===== src/rtl/vga_viewport_scaler.sv =====
// Maps timing-generator pixel coordinates to a world-map tile address with frame-synchronised pan,
// wrap/clamp map edges and sub-tile offsets. Latency 1 cycle, one pixel per clock, no backpressure.
module vga_viewport_scaler #(
  parameter int RATIO_COL   = 6,
  parameter int RATIO_ROW   = 6,
  parameter int WORLD_COLS  = 128,
  parameter int WORLD_ROWS  = 128,
  parameter int WORLD_COL_W = 7,
  parameter int WORLD_ROW_W = 7,
  parameter int PIX_W       = 12,
  parameter int ACTIVE_COLS = 1024,
  parameter int ACTIVE_ROWS = 768,
  parameter int WRAP_MODE   = 0,
  localparam int SUBR_W     = (RATIO_ROW > 1) ? $clog2(RATIO_ROW) : 1,
  localparam int SUBC_W     = (RATIO_COL > 1) ? $clog2(RATIO_COL) : 1
) (
  input  logic                           clk,
  input  logic                           reset,
  input  logic [PIX_W-1:0]               pixel_row,
  input  logic [PIX_W-1:0]               pixel_column,
  input  logic                           video_on,
  input  logic [WORLD_COL_W-1:0]         pan_col_in,
  input  logic [WORLD_ROW_W-1:0]         pan_row_in,
  input  logic                           pan_load,
  output logic                           pan_busy,
  output logic [WORLD_ROW_W-1:0]         world_row,
  output logic [WORLD_COL_W-1:0]         world_column,
  output logic [SUBR_W-1:0]              sub_row,
  output logic [SUBC_W-1:0]              sub_col,
  output logic [WORLD_ROW_W+WORLD_COL_W-1:0] vid_addr,
  output logic                           out_valid,
  output logic                           in_map
);

  // Raw counters carry one spare bit so clamp mode can saturate at the map size.
  localparam int RC_W = WORLD_COL_W + 1;
  localparam int RR_W = WORLD_ROW_W + 1;
  localparam logic [RC_W-1:0]   COL_LIM   = RC_W'(WORLD_COLS);
  localparam logic [RR_W-1:0]   ROW_LIM   = RR_W'(WORLD_ROWS);
  localparam logic [RC_W-1:0]   COL_LAST  = RC_W'(WORLD_COLS - 1);
  localparam logic [RR_W-1:0]   ROW_LAST  = RR_W'(WORLD_ROWS - 1);
  localparam logic [SUBC_W-1:0] SUBC_LAST = SUBC_W'(RATIO_COL - 1);
  localparam logic [SUBR_W-1:0] SUBR_LAST = SUBR_W'(RATIO_ROW - 1);
  localparam logic [PIX_W-1:0]  ACT_COLS  = PIX_W'(ACTIVE_COLS);
  localparam logic [PIX_W-1:0]  ACT_ROWS  = PIX_W'(ACTIVE_ROWS);

  logic [SUBC_W-1:0]      r_sub_col, w_sub_col_nxt;
  logic [SUBR_W-1:0]      r_sub_row, w_sub_row_nxt;
  logic [RC_W-1:0]        r_raw_col, w_raw_col_nxt;
  logic [RR_W-1:0]        r_raw_row, w_raw_row_nxt;
  logic [WORLD_COL_W-1:0] r_pan_col, r_shd_col, w_pan_col_eff;
  logic [WORLD_ROW_W-1:0] r_pan_row, r_shd_row, w_pan_row_eff;
  logic                   r_pan_busy;
  logic                   r_out_valid, r_in_map;
  logic [WORLD_COL_W-1:0] r_world_col;
  logic [WORLD_ROW_W-1:0] r_world_row;
  logic                   w_enable, w_line_start, w_frame_start;
  logic                   w_in_map_nxt, w_show;

  function automatic logic [RC_W-1:0] adv_col(input logic [RC_W-1:0] v);
    if (WRAP_MODE != 0) return (v >= COL_LAST) ? '0 : v + 1'b1;
    else                return (v >= COL_LIM) ? COL_LIM : v + 1'b1;
  endfunction

  function automatic logic [RR_W-1:0] adv_row(input logic [RR_W-1:0] v);
    if (WRAP_MODE != 0) return (v >= ROW_LAST) ? '0 : v + 1'b1;
    else                return (v >= ROW_LIM) ? ROW_LIM : v + 1'b1;
  endfunction

  assign w_enable      = video_on && (pixel_column < ACT_COLS) && (pixel_row < ACT_ROWS);
  assign w_line_start  = w_enable && (pixel_column == '0);
  assign w_frame_start = w_line_start && (pixel_row == '0);

  // A pending shadow pan takes effect on the very frame_start that applies it.
  assign w_pan_col_eff = r_pan_busy ? r_shd_col : r_pan_col;
  assign w_pan_row_eff = r_pan_busy ? r_shd_row : r_pan_row;

  always_comb begin
    w_sub_col_nxt = r_sub_col;
    w_sub_row_nxt = r_sub_row;
    w_raw_col_nxt = r_raw_col;
    w_raw_row_nxt = r_raw_row;
    if (w_frame_start) begin
      w_sub_row_nxt = '0;
      w_raw_row_nxt = {1'b0, w_pan_row_eff};
    end else if (w_line_start) begin
      if (r_sub_row >= SUBR_LAST) begin
        w_sub_row_nxt = '0;
        w_raw_row_nxt = adv_row(r_raw_row);
      end else begin
        w_sub_row_nxt = r_sub_row + 1'b1;
      end
    end
    if (w_line_start) begin
      w_sub_col_nxt = '0;
      w_raw_col_nxt = {1'b0, (w_frame_start ? w_pan_col_eff : r_pan_col)};
    end else if (w_enable) begin
      if (r_sub_col >= SUBC_LAST) begin
        w_sub_col_nxt = '0;
        w_raw_col_nxt = adv_col(r_raw_col);
      end else begin
        w_sub_col_nxt = r_sub_col + 1'b1;
      end
    end
    w_in_map_nxt = w_enable && ((WRAP_MODE != 0) ||
                                ((w_raw_col_nxt < COL_LIM) && (w_raw_row_nxt < ROW_LIM)));
    w_show       = (WRAP_MODE != 0) || w_in_map_nxt;
  end

  always_ff @(posedge clk) begin
    if (reset) begin
      r_sub_col   <= '0;
      r_sub_row   <= '0;
      r_raw_col   <= '0;
      r_raw_row   <= '0;
      r_pan_col   <= '0;
      r_pan_row   <= '0;
      r_shd_col   <= '0;
      r_shd_row   <= '0;
      r_pan_busy  <= 1'b0;
      r_out_valid <= 1'b0;
      r_in_map    <= 1'b0;
      r_world_col <= '0;
      r_world_row <= '0;
    end else begin
      r_sub_col   <= w_sub_col_nxt;
      r_sub_row   <= w_sub_row_nxt;
      r_raw_col   <= w_raw_col_nxt;
      r_raw_row   <= w_raw_row_nxt;
      if (w_frame_start && r_pan_busy) begin
        r_pan_col <= r_shd_col;
        r_pan_row <= r_shd_row;
      end
      // A load coincident with frame_start lands in the shadow and stays pending.
      if (pan_load) begin
        r_shd_col  <= pan_col_in;
        r_shd_row  <= pan_row_in;
        r_pan_busy <= 1'b1;
      end else if (w_frame_start) begin
        r_pan_busy <= 1'b0;
      end
      r_out_valid <= w_enable;
      r_in_map    <= w_in_map_nxt;
      r_world_col <= w_show ? w_raw_col_nxt[WORLD_COL_W-1:0] : '0;
      r_world_row <= w_show ? w_raw_row_nxt[WORLD_ROW_W-1:0] : '0;
    end
  end

  assign pan_busy     = r_pan_busy;
  assign world_row    = r_world_row;
  assign world_column = r_world_col;
  assign sub_row      = r_sub_row;
  assign sub_col      = r_sub_col;
  assign vid_addr     = {r_world_row, r_world_col};
  assign out_valid    = r_out_valid;
  assign in_map       = r_in_map;

endmodule


===== config.mk =====
export PLATFORM = sky130hd
export DESIGN_NAME = vga_viewport_scaler
export DESIGN_NICKNAME = d
export VERILOG_FILES = /design/src/rtl/vga_viewport_scaler.sv
export SDC_FILE = /design/constraint.sdc
export NUM_CORES = 1
export LEC_CHECK = 0
export ABC_AREA = 1
export CAP_MARGIN = 20
export CORE_UTILIZATION = 40
export DETAILED_ROUTE_END_ITERATION = 12
export PLACE_DENSITY_LB_ADDON = 0.08
export REMOVE_ABC_BUFFERS = 1
export SYNTH_ARGS = -nofsm -noshare
export SYNTH_HDL_FRONTEND = slang
export SYNTH_SLANG_ARGS = --single-unit

===== constraint.sdc =====
create_clock -name clk -period 1.7 [get_ports clk]
set_input_delay 0.34 -clock clk [delete_from_list [all_inputs] [get_ports clk]]
set_output_delay 0.34 -clock clk [all_outputs]
set_load 0.03 [all_outputs]

==> results_dict.tcl <==
set metrics [dict create \
    port_buffers 78 \
    clk_path_buf_depth 2 \
    drtIter0Drc 120 \
    p_leak_nw 2.73 \
    holdCritPathClass "flop to flop" \
    p_int_mw 2.75 \
    netSwitchingFraction 0.220 \
    ys_seq_elements 67 \
    required_ns 1.36 \
    antenna_found_initial 0 \
    start_util 0.416 \
    syn2layout_area_growth_pct 46.8 \
    core_um2 8300 \
    cts_tree "done" \
    place_congestion 0.904 \
    end_kind "output port" \
    power_frac_seq 0.457 \
    combPwrFrac 0.076 \
    finalPower_mw 3.52 \
    die_w_um 94.9 \
    drc_errors 0 \
    dpl_cell_area_um2 4540 \
    reg2reg_from "sub_row[1]" \
    drt-pass1-iter-count 4 \
    vias 3371 \
    syn_area_um2 3450 \
    rr_worst_depth 11 \
    skew_ns 0.00740 \
    cp_num_buf_inv 1 \
    max-cap-violations 0 \
    post_drt_via_cell_ratio 4.59 \
    setup_viol 0 \
    reg2reg_to "world_row[5]" \
    status "finished, final reports clean" \
    ff2ff_setup_slack_ns 0.14 \
    critical_path_class "flop to output port" \
    grt_pass1_vias 3028 \
    antenna_cells 0 \
    die_h_um 94.9 \
    numCtsBuffers 9 \
    synth_edf_count 0 \
    clockRootBuffer "clkbuf_8" \
    track_usage 0.197 \
    netlist_instances 511 \
    rsz0062_at_grt "yes" \
    grt.overflow.total 0 \
    finalCritPeriodShare 0.979 \
    fin_crit_ns 1.66 \
    wl_per_cell_um 11.6 \
    yosys_warnings 0 \
    boundaryPins 79 \
    rows 33 \
    cp-endpoint "vid_addr[12]" \
    layout_common_cells "nand2_1 (133), nor2_1 (88), dfxtp_1 (65)" \
    fin_nets 674 \
    cp_top_family "buffers and inverters" \
    clk_pin_slew_ns 0.08 \
    design_area_um2 5070 \
    drive_gt1_frac 0.200 \
    mostFrequentLayoutCell "nand2_1" \
    crit_slowest_cell "clkdlybuf4s50_1" \
    worstMarginPinSlew_ns 0.336 \
    clk_latency_ns 0.35 \
    crit_start "world_row[5]" \
    cp_num_cells 1 \
    worst_setup_path_start_kind "flop" \
    dieArea_um2 9010 \
    slew_viol_final 0 \
    vdd_drop_max_v 0.000447 \
    fmax_mhz 601 \
    path_cells "clkdlybuf4s50_1" \
    critPathArrivalTime_ns 1.32 \
    p_per_area_nw_per_um2 695 \
    grt_pass1_wl_mm 13.7 \
    ys_types 28 \
    routed_wirelength_mm 8.48 \
    synth-main-ff-cell "dfxtp_1" \
    p_switching_mw 0.775 \
    ys_seq_area_frac 0.388 \
    critPathMaxFanout 2 \
    antenna_left 0 \
    cpPeakStageDelay_ns 0.66 \
    h-tree-depth 3 \
    cts.sinks 67 \
    hold_viol 0 \
    max_slew_margin 0.775 \
    synthArstFlopShare 0 \
    final_util 0.611 \
    dp_hpwl_mm 6.29 \
    grt_max_degree 23 \
    clockPowerShare 0.467 \
    syn_area_per_cell_um2 6.76 \
]
==> cell families after synthesis <==
logic type,count (synthesis),share of synthesized area
AOI/OAI and AO/OA,68,0.101
xor gates and xnor gates,3,0.00761
adders and majority gates,8,0.0290
buffers and inverters,74,0.109
DFF,67,0.388
and+or+nand+nor,291,0.365
==> metrics by stage <==
step,std cells,setup slack [ns],setup TNS [ns],hold WS (ns)
floorplan,481,-0.217,-2.80,0.409
global placement,714,-0.428,-15.52,0.447
detailed placement,714,-0.449,-16.15,0.452
CTS,730,-0.0408,-0.0771,0.464
global route,734,-0.0234,-0.0869,0.478
finish,734,0.0355,0,0.462
==> routing by layer <==
metal | vias to the layer above | global-route usage | routed length [um]
met3 | 10 | 0.0451 | 329
li1 | 1818 | - | -
met2 | 74 | 0.324 | 3970
met5 | - | 0 | 0
met4 | 0 | 0.0669 | 102
met1 | 1469 | 0.253 | 4080
==> synth_stat cells (2+ instances only) <==
cell | count | area, um2
nor2_1 | 92 | 345
o21ai_0 | 25 | 125
nor2_4 | 4 | 45.0
nor2_2 | 5 | 31.3
nand3b_1 | 4 | 30.0
a211oi_1 | 2 | 15.0
nand3_1 | 21 | 105
ha_1 | 8 | 100
buf_4 | 16 | 120
clkbuf_1 | 9 | 33.8
nand2_1 | 146 | 548
o21ai_1 | 4 | 20.0
nor3_1 | 5 | 25.0
xor2_1 | 3 | 26.3
nand4_1 | 4 | 25.0
a21oi_1 | 35 | 175
inv_1 | 44 | 165
nand3_2 | 2 | 20.0
nand2_2 | 3 | 18.8
dfxtp_1 | 67 | 1340
buf_6 | 5 | 56.3
==> worst register-to-register path, delay by kind of cell, from the launching register on <==
family / cells / cell delay [ns]
buffers and inverters: 3 / 0.27
AO/OA/AOI/OAI: 1 / 0.10
AND/OR/NAND/NOR: 6 / 0.64
adder cells (fa/ha/maj): 1 / 0.17
flip-flops: 1 / 0.33
==> registers in the layout, indices dropped and copies added, names as in the netlist <==
| name | cells |
|---|---|
| r_raw_col | 8 |
| r_raw_row | 8 |
| r_pan_col | 7 |
| r_pan_row | 7 |
| r_shd_col | 7 |
| r_shd_row | 7 |
| world_column | 7 |
| world_row | 7 |
| sub_col | 3 |
| sub_row | 3 |
| in_map | 1 |
| out_valid | 1 |
| pan_busy | 1 |
==> cell type report <==
cell class	count	area, um2
clock buffers	10	138
clock inverters	6	113
fillers	810	3230
inverters	44	165
multi-input cells	370	1870
flip-flops and latches	67	1340
well taps	105	131
repair buffers	132	1310
==> worst min path at each step <==
stage                   endpoint  cells after the start  slack (ns)    startpoint
finish              r_pan_row[2]                      2        0.46  r_pan_row[2]
global route        r_pan_row[4]                      2        0.48  r_pan_row[4]
CTS                 r_pan_row[2]                      2        0.46  r_pan_row[2]
detailed placement  r_pan_row[2]                      2        0.45  r_pan_row[2]
global placement    r_pan_row[0]                      2        0.45  r_pan_row[0]
floorplan           r_pan_col[0]                      1        0.41         reset
==> power by group through the flow <==
stage / sequential, mW / combinational [mW] / clock, mW
floorplan: 1.65 / 0.0845 / 0
global placement: 1.65 / 0.267 / 0
detailed placement: 1.65 / 0.267 / 0
CTS: 1.61 / 0.269 / 1.67
global route: 1.61 / 0.301 / 1.72
finish: 1.61 / 0.269 / 1.64
==> what timing repair did <==
action                                  CTS  global route
endpoints found under the setup margin   31            58
gates resized for setup                  26            86
hold buffers                              0             0
pin swaps                                 1            31
buffers inserted                          0             4
gates cloned                              0             0
endpoints found under the hold margin     0             0
Power figures use the tool's default switching activity.
